$ cat src/rtl/processorci_bus_pkg.sv
// rtl/processorci_bus_pkg.sv - shared types and helpers for the processorci bus arbiters
//
// Purpose: arbiter state encoding, round-robin pick function and width helpers
// used by processorci_wb_arbiter and processorci_rr_picker.
// Ports: none (package).

package processorci_bus_pkg;

    typedef enum logic {
        IDLE = 1'b0,
        BUSY = 1'b1
    } arb_state_t;

    // Widest request vector rr_pick can scan; pickers zero-extend into it.
    localparam int MAX_MASTERS = 32;

    // Owner index width; a single master still needs a 1-bit index register.
    function automatic int idx_width(input int n);
        return (n > 1) ? $clog2(n) : 1;
    endfunction

    // Timeout counter width: must hold the terminal value itself.
    function automatic int cnt_width(input int t);
        return (t > 0) ? $clog2(t + 1) : 1;
    endfunction

    // First requester found scanning from last+1 upward, modulo n.
    // The previous owner is examined last, so it wins only when alone.
    // Returns -1 when nothing is requested.
    function automatic int rr_pick(input logic [MAX_MASTERS-1:0] req,
                                   input int last, input int n);
        int pick;
        int idx;
        pick = -1;
        for (int k = 1; k <= MAX_MASTERS; k++) begin
            if (k <= n && pick < 0) begin
                idx = (last + k) % n;
                if (req[idx]) begin
                    pick = idx;
                end
            end
        end
        return pick;
    endfunction

endpackage

$ cat src/rtl/processorci_rr_picker.sv
// rtl/processorci_rr_picker.sv - combinational round-robin requester selector
//
// Purpose: given a request vector and the previous winner, name the next winner.
// Ports:
//   req   in  N      request vector (N <= MAX_MASTERS)
//   last  in  IDX_W  index of the previous winner
//   valid out 1      at least one request is present
//   idx   out IDX_W  selected requester (0 when valid is low)

module processorci_rr_picker
    import processorci_bus_pkg::*;
#(
    parameter int N     = 2,
    parameter int IDX_W = 1
) (
    input  logic [N-1:0]     req,
    input  logic [IDX_W-1:0] last,
    output logic             valid,
    output logic [IDX_W-1:0] idx
);

    logic [MAX_MASTERS-1:0] req_ext;
    int                     pick;

    always_comb begin
        req_ext        = '0;
        req_ext[N-1:0] = req;
        pick           = rr_pick(req_ext, int'(last), N);
        valid          = (pick >= 0);
        idx            = valid ? IDX_W'(pick) : '0;
    end

endmodule

$ cat src/rtl/processorci_wb_arbiter.sv
// rtl/processorci_wb_arbiter.sv - N-master round-robin Wishbone arbiter with timeout
//
// Purpose: share the Controller's single Wishbone slave port between NUM_MASTERS
// processor-side masters. A grant is held for a master's whole cyc period; a
// strobe stalled for TIMEOUT_CYCLES cycles is aborted with an error pulse.
// Ports:
//   clk, rst             clock, asynchronous active-high reset
//   m_cyc_i/m_stb_i/m_we_i  per-master Wishbone controls (bit k = master k)
//   m_addr_i, m_data_i   packed per-master address / write data (slice k)
//   m_data_o             read data broadcast to every master
//   m_ack_o, m_err_o     ack / timeout error, only towards the owner
//   core_*_o             slave-side controls, address and write data
//   core_data_i          slave read data
//   core_ack_i           slave ack
//   grant_o              one-hot current owner

module processorci_wb_arbiter
    import processorci_bus_pkg::*;
#(
    parameter int NUM_MASTERS    = 2,
    parameter int ADDR_WIDTH     = 32,
    parameter int DATA_WIDTH     = 32,
    parameter int TIMEOUT_CYCLES = 1024
) (
    input  logic                              clk,
    input  logic                              rst,
    input  logic [NUM_MASTERS-1:0]            m_cyc_i,
    input  logic [NUM_MASTERS-1:0]            m_stb_i,
    input  logic [NUM_MASTERS-1:0]            m_we_i,
    input  logic [NUM_MASTERS*ADDR_WIDTH-1:0] m_addr_i,
    input  logic [NUM_MASTERS*DATA_WIDTH-1:0] m_data_i,
    output logic [DATA_WIDTH-1:0]             m_data_o,
    output logic [NUM_MASTERS-1:0]            m_ack_o,
    output logic [NUM_MASTERS-1:0]            m_err_o,
    output logic                              core_cyc_o,
    output logic                              core_stb_o,
    output logic                              core_we_o,
    output logic [ADDR_WIDTH-1:0]             core_addr_o,
    output logic [DATA_WIDTH-1:0]             core_data_o,
    input  logic [DATA_WIDTH-1:0]             core_data_i,
    input  logic                              core_ack_i,
    output logic [NUM_MASTERS-1:0]            grant_o
);

    localparam int                IDX_W      = idx_width(NUM_MASTERS);
    localparam int                CNT_W      = cnt_width(TIMEOUT_CYCLES);
    localparam logic [CNT_W-1:0]  CNT_LAST   = CNT_W'(TIMEOUT_CYCLES);
    localparam logic [IDX_W-1:0]  LAST_RESET = IDX_W'(NUM_MASTERS - 1);
    localparam bit                TMO_EN     = (TIMEOUT_CYCLES != 0);

    arb_state_t              state_q, state_d;
    logic [IDX_W-1:0]        owner_q, owner_d;
    logic [IDX_W-1:0]        last_q, last_d;
    logic [CNT_W-1:0]        cnt_q, cnt_d;

    logic                    busy;
    logic                    owner_cyc, owner_stb, owner_we;
    logic [ADDR_WIDTH-1:0]   owner_addr;
    logic [DATA_WIDTH-1:0]   owner_data;
    logic                    tmo_fire;
    logic [IDX_W-1:0]        pick_last;
    logic                    pick_valid;
    logic [IDX_W-1:0]        pick_idx;

    // Selection for the first grant from IDLE and for re-arbitration on release.
    // While busy the current owner is the reference, so the releasing master
    // is scanned last and only wins when it is the sole requester.
    assign pick_last = busy ? owner_q : last_q;

    processorci_rr_picker #(
        .N     (NUM_MASTERS),
        .IDX_W (IDX_W)
    ) u_picker (
        .req   (m_cyc_i),
        .last  (pick_last),
        .valid (pick_valid),
        .idx   (pick_idx)
    );

    always_comb begin
        busy       = (state_q == BUSY);
        owner_cyc  = m_cyc_i[owner_q];
        owner_stb  = m_stb_i[owner_q];
        owner_we   = m_we_i[owner_q];
        owner_addr = m_addr_i[int'(owner_q)*ADDR_WIDTH +: ADDR_WIDTH];
        owner_data = m_data_i[int'(owner_q)*DATA_WIDTH +: DATA_WIDTH];
        // An ack in the terminal cycle completes the transfer, so it
        // suppresses the abort.
        tmo_fire   = TMO_EN && busy && owner_cyc && owner_stb && !core_ack_i
                     && (cnt_q == CNT_LAST);
    end

    always_comb begin
        state_d = state_q;
        owner_d = owner_q;
        last_d  = last_q;
        cnt_d   = '0;
        case (state_q)
            IDLE: begin
                if (pick_valid) begin
                    state_d = BUSY;
                    owner_d = pick_idx;
                end
            end
            BUSY: begin
                if (!owner_cyc || tmo_fire) begin
                    last_d = owner_q;
                    if (pick_valid) begin
                        owner_d = pick_idx;
                    end else begin
                        state_d = IDLE;
                    end
                end else if (TMO_EN && owner_stb && !core_ack_i) begin
                    cnt_d = cnt_q + CNT_W'(1);
                end
            end
            default: begin
                state_d = IDLE;
            end
        endcase
    end

    always_ff @(posedge clk or posedge rst) begin
        if (rst) begin
            state_q <= IDLE;
            owner_q <= '0;
            last_q  <= LAST_RESET;
            cnt_q   <= '0;
        end else begin
            state_q <= state_d;
            owner_q <= owner_d;
            last_q  <= last_d;
            cnt_q   <= cnt_d;
        end
    end

    // Outputs are purely combinational from the registered owner so that
    // handover needs no idle bus cycle and reset clears them at once.
    always_comb begin
        m_data_o    = core_data_i;
        m_ack_o     = '0;
        m_err_o     = '0;
        grant_o     = '0;
        core_cyc_o  = 1'b0;
        core_stb_o  = 1'b0;
        core_we_o   = 1'b0;
        core_addr_o = '0;
        core_data_o = '0;
        if (busy) begin
            grant_o     = NUM_MASTERS'(1) << owner_q;
            core_cyc_o  = owner_cyc && !tmo_fire;
            core_stb_o  = owner_stb && !tmo_fire;
            core_we_o   = owner_we;
            core_addr_o = owner_addr;
            core_data_o = owner_data;
            // A master that dropped cyc has abandoned its transfer; a late
            // slave ack must not reach it.
            m_ack_o[owner_q] = owner_cyc && core_ack_i;
            m_err_o[owner_q] = tmo_fire;
        end
    end

endmodule
$ cat config.mk
export PLATFORM = sky130hd
export DESIGN_NAME = processorci_wb_arbiter
export DESIGN_NICKNAME = d
export VERILOG_FILES = /design/src/rtl/processorci_bus_pkg.sv /design/src/rtl/processorci_rr_picker.sv /design/src/rtl/processorci_wb_arbiter.sv
export SDC_FILE = /design/constraint.sdc
export NUM_CORES = 1
export LEC_CHECK = 0
export ABC_AREA = 1
export BUFFER_PORTS_ARGS = -buffer_cell sky130_fd_sc_hd__buf_2
export CORE_AREA = 2 2 106 108
export CTS_CLUSTER_SIZE = 28
export DETAILED_ROUTE_END_ITERATION = 16
export DIE_AREA = 0 0 108 110
export PLACE_DENSITY = 0.6
export REMOVE_ABC_BUFFERS = 1
export SYNTH_ARGS = -nofsm -noshare
export SYNTH_HDL_FRONTEND = slang
export SYNTH_SLANG_ARGS = --single-unit
$ cat constraint.sdc
create_clock -name clk -period 2.4 [get_ports clk]
set_input_delay 0.36 -clock clk [delete_from_list [all_inputs] [get_ports clk]]
set_output_delay 0.36 -clock clk [all_outputs]
set_load 0.03 [all_outputs]
==> results of run 1 <==
==> cell usage in the layout, fill, tap and decap left out <==
| cell | instances |
|---|---|
| sky130_fd_sc_hd__nand2_2 | 2 |
| sky130_fd_sc_hd__nand3_2 | 2 |
| sky130_fd_sc_hd__nand3_1 | 5 |
| sky130_fd_sc_hd__o21ai_0 | 1 |
| sky130_fd_sc_hd__nor2_4 | 2 |
| sky130_fd_sc_hd__buf_12 | 2 |
| sky130_fd_sc_hd__nor4_1 | 1 |
| sky130_fd_sc_hd__ha_1 | 2 |
| sky130_fd_sc_hd__o21bai_1 | 2 |
| sky130_fd_sc_hd__nand4_1 | 2 |
| sky130_fd_sc_hd__a22o_1 | 65 |
| sky130_fd_sc_hd__inv_2 | 3 |
| sky130_fd_sc_hd__dfrtp_1 | 13 |
| sky130_fd_sc_hd__diode_2 | 1 |
| sky130_fd_sc_hd__xnor2_1 | 1 |
| sky130_fd_sc_hd__clkbuf_8 | 3 |
| sky130_fd_sc_hd__a31o_2 | 1 |
| sky130_fd_sc_hd__buf_2 | 209 |
| sky130_fd_sc_hd__dfstp_2 | 1 |
| sky130_fd_sc_hd__clkbuf_1 | 1 |
| sky130_fd_sc_hd__inv_1 | 14 |
| sky130_fd_sc_hd__xor2_1 | 5 |
| sky130_fd_sc_hd__nor2_1 | 25 |
| sky130_fd_sc_hd__nand2_1 | 27 |
| sky130_fd_sc_hd__o21ai_1 | 1 |
==> state kept, by name (all words and copies together) (netlist names) <==
register	count
cnt_q	11
busy	1
last_q	1
owner_q	1
==> through the flow <==
stage | power, mW | setup TNS [ns] | cells | area, sq um | setup WS, ns
2_1_floorplan | 1.62 | -94.71 | 175 | 1380 | -1.56
3_3_place_gp | 2.27 | 0 | 526 | 2650 | 0.476
3_5_place_dp | 2.29 | 0 | 526 | 2650 | 0.425
4_1_cts | 2.49 | 0 | 530 | 2700 | 0.153
5_1_grt | 2.63 | 0 | 530 | 2700 | 0.0264
6_report | 2.47 | 0 | 531 | 2700 | 0.112
==> layer usage <==
metal  share of wire  GRT usage  vias up  routed length, um
li1                -          -     1092                  -
met4          0.0071     0.0220        0                 70
met5               0          0        -                  0
met2            0.46      0.233      159               4530
met1            0.38      0.173     1081               3740
met3            0.15     0.0829        5               1470
==> cells by family after synthesis <==
logic type,count (synthesis),share of synthesized area
buffers and inverters,64,0.226
and+or+nand+nor,66,0.168
DFF,14,0.206
AOI/OAI and AO/OA,70,0.354
adders and majority gates,2,0.0147
xor gates and xnor gates,6,0.0308
==> cell usage after synthesis <==
| master | instances |
|---|---|
| sky130_fd_sc_hd__ha_1 | 2 |
| sky130_fd_sc_hd__buf_2 | 8 |
| sky130_fd_sc_hd__buf_4 | 36 |
| sky130_fd_sc_hd__o21ai_0 | 1 |
| sky130_fd_sc_hd__o21ai_1 | 1 |
| sky130_fd_sc_hd__dfrtp_1 | 13 |
| sky130_fd_sc_hd__a31o_2 | 1 |
| sky130_fd_sc_hd__clkbuf_1 | 3 |
| sky130_fd_sc_hd__nand2_1 | 27 |
| sky130_fd_sc_hd__xor2_1 | 5 |
| sky130_fd_sc_hd__inv_1 | 14 |
| sky130_fd_sc_hd__nand3_1 | 5 |
| sky130_fd_sc_hd__inv_2 | 3 |
| sky130_fd_sc_hd__nand4_1 | 2 |
| sky130_fd_sc_hd__nor2_4 | 1 |
| sky130_fd_sc_hd__a22o_1 | 65 |
| sky130_fd_sc_hd__dfstp_2 | 1 |
| sky130_fd_sc_hd__xnor2_1 | 1 |
| sky130_fd_sc_hd__nand2_2 | 2 |
| sky130_fd_sc_hd__nor4_1 | 1 |
| sky130_fd_sc_hd__o21bai_1 | 2 |
| sky130_fd_sc_hd__nand3_2 | 2 |
| sky130_fd_sc_hd__nor2_1 | 26 |
==> worst max-delay path by stage <==
stage,from,to,cells after the start
6_report,owner_q,core_data_o[0],5
5_1_grt,owner_q,core_data_o[0],5
4_1_cts,owner_q,core_data_o[0],5
3_5_place_dp,owner_q,core_data_o[0],5
3_3_place_gp,owner_q,core_data_o[7],5
2_1_floorplan,busy,m_ack_o[0],4
==> power groups by stage <==
stage,logic [mW],registers (mW),clock network (mW)
after floorplan,1.34,0.281,0
after global placement,1.98,0.286,0
after detailed placement,2.00,0.290,0
after CTS,2.00,0.285,0.205
after global routing,2.12,0.288,0.220
final,1.98,0.286,0.199
==> layout make-up <==
cell class              count  share of cell area
diodes                      1            0.000927
flip-flops and latches     14               0.130
clock buffers               4              0.0167
well taps                 140              0.0649
repair buffers            211               0.402
inverters                  17              0.0236
multi-input cells         144               0.361
==> worst max-delay path, delay by kind of cell, from the launching register on <==
| kind | cells | cell delay, ns |
|---|---|---|
| AOI/OAI and AO/OA | 1 | 0.27 |
| and+or+nand+nor | 1 | 0.20 |
| DFF | 1 | 0.47 |
| buffers and inverters | 3 | 0.67 |
==> results_tabular.tex, run 1 <==
\begin{tabular}{lr}
\hline
Metric & Value \\
\hline
\multicolumn{2}{l}{\textbf{Placed design}} \\
Count of buffers from port buffering & 209 \\
Routability Congestion & 0.893 \\
HPWL after detailed placement & 8490 um \\
\multicolumn{2}{l}{\textbf{Finish}} \\
Area of the multi-input gates & 975 sq um \\
Final net count & 562 \\
Area added between synthesis and finish & 58.4\% \\
Utilization of the core after routing & 0.252 \\
Register Area & 352 sq um \\
Share of post-route cells with drive strength above 1 & 0.577 \\
Fillers & 1,194 \\
\multicolumn{2}{l}{\textbf{GRT}} \\
Number of global-route vias before repair & 2,078 \\
Pin count of the biggest net entering global routing & 61 \\
Number of antenna violations at the first check in global routing & 1 \\
First-pass GRT wire length & 12,600 um \\
Global Route Usage Sum & 0.145 \\
Gr ovfl total & 0 \\
\multicolumn{2}{l}{\textbf{Clocking}} \\
CTS sink count & 14 \\
Clock tree from TritonCTS & done \\
Resized Gates After CTS & 0 \\
Level count of the clock H-tree & 1 \\
Buffer type at the clock tree root & sky130\_fd\_sc\_hd\_\_clkbuf\_8 \\
Hold bufs inserted after CTS & 0 \\
Insertion delay of the later-clocked pin in the worst-skew pair & 0.25 ns \\
Register clock-pin slew on the reported worst setup and hold paths & 0.06 ns \\
Buffer levels on the longest clock path & 2 \\
Setup fix buffers added after clock tree synthesis & 0 \\
Cts bufs inserted & 3 \\
\multicolumn{2}{l}{\textbf{Critical path}} \\
Kind of end point of the critical path & output port \\
Worst EP arrival & 1.93 ns \\
R2R cell count & 9 \\
Critical path class & reg2out \\
Element type at the critical path start & register \\
Crit-path max FO & 59 \\
Endpoint of the worst-slack reg-to-reg timing path & cnt\_q[9] \\
Worst R2R Setup Slack & 0.92 ns \\
Master of the slowest instance on the critical path & sky130\_fd\_sc\_hd\_\_dfrtp\_1 \\
CP Cell Sequence & nand2\_1, inv\_2, buf\_12, a22o\_1, buf\_2 \\
Startpoint of the worst-slack reg-to-reg timing path & cnt\_q[0] \\
Stage delay of the slowest cell on the critical path & 0.47 ns \\
WP data required & 2.04 ns \\
\multicolumn{2}{l}{\textbf{Detailed routing}} \\
DR iter-0 viols & 177 \\
Via-per-instance ratio & 4.40 \\
DR DRC count & 0 \\
Post-detailed-routing wire length & 9810 um \\
Count of vias placed by the detailed router & 2,337 \\
Post-DRT Antenna Nets & 0 \\
Average wire per standard cell & 18.5 um \\
Number of search-and-repair iterations in the first detailed-routing pass & 4 \\
\multicolumn{2}{l}{\textbf{Power and ir drop}} \\
Switching component of the power & 1.45 mW \\
Proportion of power drawn by combinational gates & 0.803 \\
Flop pwr share & 0.116 \\
Pint & 1.02 mW \\
Switching share of power & 0.587 \\
Leakage power of the design & 1.58 nW \\
VDD IR max & 0.000347 V \\
Total power per unit cell area & 914 mW/mm\^{}2 \\
Clock Power Share & 0.081 \\
\multicolumn{2}{l}{\textbf{STA}} \\
Setup violation total in the final timing report & 0 \\
Highest achievable clock rate & 437 MHz \\
Pin slew with the least headroom to its limit & 0.543 ns \\
Setup clock skew after layout & 0.00346 ns \\
Worst hold margin & 0.147 ns \\
Final min period & 2.29 ns \\
Final hold violations & 0 \\
Final number of max-transition violations & 0 \\
Ratio of final minimum period to clock period & 0.953 \\
Tightest slew margin relative to the limit & 0.637 \\
Unrepaired setup endpoints after global routing & no \\
\multicolumn{2}{l}{\textbf{Floorplanning}} \\
Starting density of the core & 0.159 \\
Die outline area & 0.0119 sq mm \\
Count of boundary I/O pins & 274 \\
Die boundary height & 110 um \\
Placeable core region & 0.0107 sq mm \\
Die width & 108 um \\
Rows & 38 \\
\multicolumn{2}{l}{\textbf{Job}} \\
Max-cap violations & 0 \\
\multicolumn{2}{l}{\textbf{Synth}} \\
Leading cell types by total area after synthesis & sky130\_fd\_sc\_hd\_\_a22o\_1 33\%, sky130\_fd\_sc\_hd\_\_dfrtp\_1 19\%, sky130\_fd\_sc\_hd\_\_buf\_4 16\% \\
Number of warnings issued by yosys & 0 \\
\#FFs+latches synth & 14 \\
Post-synthesis cell area & 0.00170 sq mm \\
Mean area per synthesized cell & 7.68 sq um \\
Synthesized netlist cell count & 222 \\
Netlist cell types & 23 \\
Area fraction of the dominant cell type after synthesis & 0.334 \\
Cell taking the most area after synthesis & sky130\_fd\_sc\_hd\_\_a22o\_1 \\
Register area share after synthesis & 0.206 \\
\multicolumn{2}{l}{\textbf{Outcome}} \\
Run status & finished clean \\
\multicolumn{2}{l}{\textbf{Hold path}} \\
Classification of the worst-slack hold path & in2async \\
\hline
\end{tabular}
Power figures use the tool's default switching activity.
==> inputs of run 2 (changes only) <==
==> constraint.sdc (replaced) <==
create_clock -name clk -period 2.4 [get_ports clk]
set_input_delay 0 -clock clk [delete_from_list [all_inputs] [get_ports clk]]
set_output_delay 0 -clock clk [all_outputs]
set_load 0.03 [all_outputs]
==> run 2 against run 1 <==
  * Register-to-register slack worse by 0.04 ns
  * Via count decreased by 1.9%
  * Setup slack better by 0.18 ns
  * Critical path type unchanged
  * Non-clock buffer count up 1
==> results_tabular.tex, run 2 (synthesis results as in run 1) <==
\begin{tabular}{lr}
\hline
Metric & Value \\
\hline
\multicolumn{2}{l}{\textbf{Finish}} \\
Area of the multi-input gates & 975 sq um (unchanged) \\
Final net count & 563 (+0.18\%) \\
Area added between synthesis and finish & 59.0\% \\
Utilization of the core after routing & 0.253 (+0.000935) \\
Register Area & 352 sq um (unchanged) \\
Fillers & 1,209 (+1.3\%) \\
Most common cell after layout, fill and taps aside & sky130\_fd\_sc\_hd\_\_buf\_2 \\
Max reg flops & 11 (unchanged) \\
Share of post-route cells with drive strength above 1 & 0.575 (-0.00148) \\
Largest reg by FF count & cnt\_q \\
Top library cells by usage in the layout, fill and taps aside & 209 x sky130\_fd\_sc\_hd\_\_buf\_2, 65 x sky130\_fd\_sc\_hd\_\_a22o\_1, 27 x sky130\_fd\_sc\_hd\_\_nand2\_1, 25 x sky130\_fd\_sc\_hd\_\_nor2\_1, 14 x sky130\_fd\_sc\_hd\_\_inv\_1 \\
\multicolumn{2}{l}{\textbf{GRT}} \\
Gr ovfl total & 0 (unchanged) \\
Pin count of the biggest net entering global routing & 68 (+11\%) \\
Global Route Usage Sum & 0.142 (-0.00351) \\
Number of global-route vias before repair & 2,111 (+1.6\%) \\
Number of antenna violations at the first check in global routing & 1 (unchanged) \\
First-pass GRT wire length & 12,400 um (-1.7\%) \\
\multicolumn{2}{l}{\textbf{STA}} \\
Setup clock skew after layout & 0.00349 ns (+0.0000285 ns) \\
Final hold violations & 0 (unchanged) \\
Ratio of final minimum period to clock period & 0.879 (-0.0742) \\
Highest achievable clock rate & 474 MHz (+8.4\%) \\
Total Neg Setup Slack & 0 ns (unchanged) \\
Setup violation total in the final timing report & 0 (unchanged) \\
Unrepaired setup endpoints after global routing & no \\
Post-route setup slack & 0.290 ns (+0.178 ns) \\
Final number of max-transition violations & 0 (unchanged) \\
Tightest slew margin relative to the limit & 0.579 (-0.0582) \\
Final min period & 2.11 ns (-0.178 ns) \\
Pin slew with the least headroom to its limit & 0.630 ns (+0.0869 ns) \\
\multicolumn{2}{l}{\textbf{Clocking}} \\
Clock tree from TritonCTS & done \\
Buffer levels on the longest clock path & 2 (unchanged) \\
Buffer type at the clock tree root & sky130\_fd\_sc\_hd\_\_clkbuf\_8 \\
Cts bufs inserted & 3 (unchanged) \\
Insertion delay of the later-clocked pin in the worst-skew pair & 0.25 ns (about the same) \\
Hold bufs inserted after CTS & 1 (+1) \\
Setup fix buffers added after clock tree synthesis & 0 (unchanged) \\
CTS sink count & 14 (unchanged) \\
Register clock-pin slew on the reported worst setup and hold paths & 0.05 ns (about the same) \\
Level count of the clock H-tree & 1 (unchanged) \\
Resized Gates After CTS & 0 (unchanged) \\
\multicolumn{2}{l}{\textbf{Critical path}} \\
WP data required & 2.40 ns (+0.36 ns) \\
Startpoint of the worst-slack reg-to-reg timing path & cnt\_q[0] \\
Kind of end point of the critical path & output port \\
Element type at the critical path start & register \\
Origin of the worst setup path & owner\_q \\
Crit-path max FO & 35 (-41\%) \\
CP Capture Point & core\_data\_o[31] \\
Path length in cells of the critical path & 5 (unchanged) \\
CP Cell Sequence & nand2\_1, inv\_2, buf\_12, a22o\_1, buf\_2 \\
Worst R2R Setup Slack & 0.88 ns (-0.04 ns) \\
Top cell family by delay on the critical path & buffers and inverters \\
Master of the slowest instance on the critical path & sky130\_fd\_sc\_hd\_\_inv\_2 \\
R2R cell count & 9 (unchanged) \\
Worst EP arrival & 2.11 ns (+0.18 ns) \\
Critical path class & reg2out \\
CP Buf/Inv Count & 3 (unchanged) \\
Stage delay of the slowest cell on the critical path & 0.50 ns (+0.03 ns) \\
Endpoint of the worst-slack reg-to-reg timing path & cnt\_q[4] \\
\multicolumn{2}{l}{\textbf{Detailed routing}} \\
Count of vias placed by the detailed router & 2,293 (-1.9\%) \\
DR iter-0 viols & 153 (-14\%) \\
DR DRC count & 0 (unchanged) \\
Number of search-and-repair iterations in the first detailed-routing pass & 4 (unchanged) \\
Average wire per standard cell & 18.2 um (-1.3\%) \\
Via-per-instance ratio & 4.31 (-2.1\%) \\
Post-DRT Antenna Nets & 0 (unchanged) \\
Post-detailed-routing wire length & 9700 um (-1.1\%) \\
\multicolumn{2}{l}{\textbf{Floorplanning}} \\
Die boundary height & 110 um (unchanged) \\
Count of boundary I/O pins & 274 (unchanged) \\
Die outline area & 0.0119 sq mm (unchanged) \\
Rows & 38 (unchanged) \\
Placeable core region & 0.0107 sq mm (unchanged) \\
Die width & 108 um (unchanged) \\
Starting density of the core & 0.159 (unchanged) \\
\multicolumn{2}{l}{\textbf{Placed design}} \\
Count of buffers from port buffering & 209 (unchanged) \\
Routability Congestion & 0.778 (-13\%) \\
HPWL after detailed placement & 8380 um (-1.3\%) \\
Worst slack after detailed placement & 0.561 ns (+0.135 ns) \\
\multicolumn{2}{l}{\textbf{Job}} \\
Max-cap violations & 0 (unchanged) \\
\multicolumn{2}{l}{\textbf{Power and ir drop}} \\
VDD IR max & 0.000412 V (+19\%) \\
Leakage power of the design & 1.59 nW (+0.26\%) \\
Total power per unit cell area & 912 mW/mm\^{}2 (-0.27\%) \\
Post-route total power & 2.47 mW (+0.10\%) \\
\multicolumn{2}{l}{\textbf{Hold path}} \\
Classification of the worst-slack hold path & in2out \\
Worst hold path stage count & 0 \\
\multicolumn{2}{l}{\textbf{Outcome}} \\
Run status & finished clean \\
\hline
\end{tabular}
-- run 2: cell types whose count changed in the layout (fill, tap and decap cells not counted), sizes merged --
cell	before	now
dlygate4sd3	0	1
-- run 2: worst min-delay path by stage --
stage / slack, ns / from / to
2_1_floorplan: -0.11 / rst / busy
3_3_place_gp: 0.0004 / core_data_i[1] / m_data_o[1]
3_5_place_dp: 0.0004 / core_data_i[1] / m_data_o[1]
4_1_cts: 0.0004 / core_data_i[1] / m_data_o[1]
5_1_grt: 0.0002 / core_data_i[1] / m_data_o[1]
6_report: 0.0003 / core_data_i[1] / m_data_o[1]
-- run 2: report_power, final --
part | internal (mW) | total, mW | switching [mW]
sequential | 0.261 | 0.286 | 0.0252
clock | 0.118 | 0.203 | 0.0854
combinational | 0.642 | 1.98 | 1.34
-- run 2: worst register-to-register path, stage by stage, from the launching register on --
cell and delay, ns:
sky130_fd_sc_hd__dfrtp_1 0.41, sky130_fd_sc_hd__inv_1 0.07, sky130_fd_sc_hd__ha_1 0.14, sky130_fd_sc_hd__nand3_1 0.09, sky130_fd_sc_hd__nor2_1 0.17, sky130_fd_sc_hd__nand3_2 0.12
sky130_fd_sc_hd__nand3_2 0.10, sky130_fd_sc_hd__inv_2 0.05, sky130_fd_sc_hd__nand2_2 0.17, sky130_fd_sc_hd__nor2_1 0.07
-- run 2: metrics by stage --
| step | hold slack (ns) | area, sq um | std cells |
|---|---|---|---|
| after global routing | 0.000206 | 2710 | 531 |
| after global placement | 0.000367 | 2650 | 526 |
| after floorplan | -0.111 | 1380 | 175 |
| after detailed placement | 0.000367 | 2650 | 526 |
| final | 0.000295 | 2710 | 532 |
| after CTS | 0.000367 | 2710 | 531 |
-- run 2: cell type report --
cell class / instances / area share
flip-flops and latches: 14 / 0.130
clock buffers: 4 / 0.0166
multi-input cells: 144 / 0.360
well taps: 140 / 0.0647
repair buffers: 212 / 0.405
diodes: 1 / 0.000924
inverters: 17 / 0.0236
-- run 2: layer usage --
layer | track usage | vias up | wire length [um]
li1 | - | 1094 | -
met1 | 0.156 | 1031 | 3610
met2 | 0.227 | 155 | 4370
met3 | 0.103 | 13 | 1620
met4 | 0.0211 | 0 | 101
met5 | 0 | - | 0
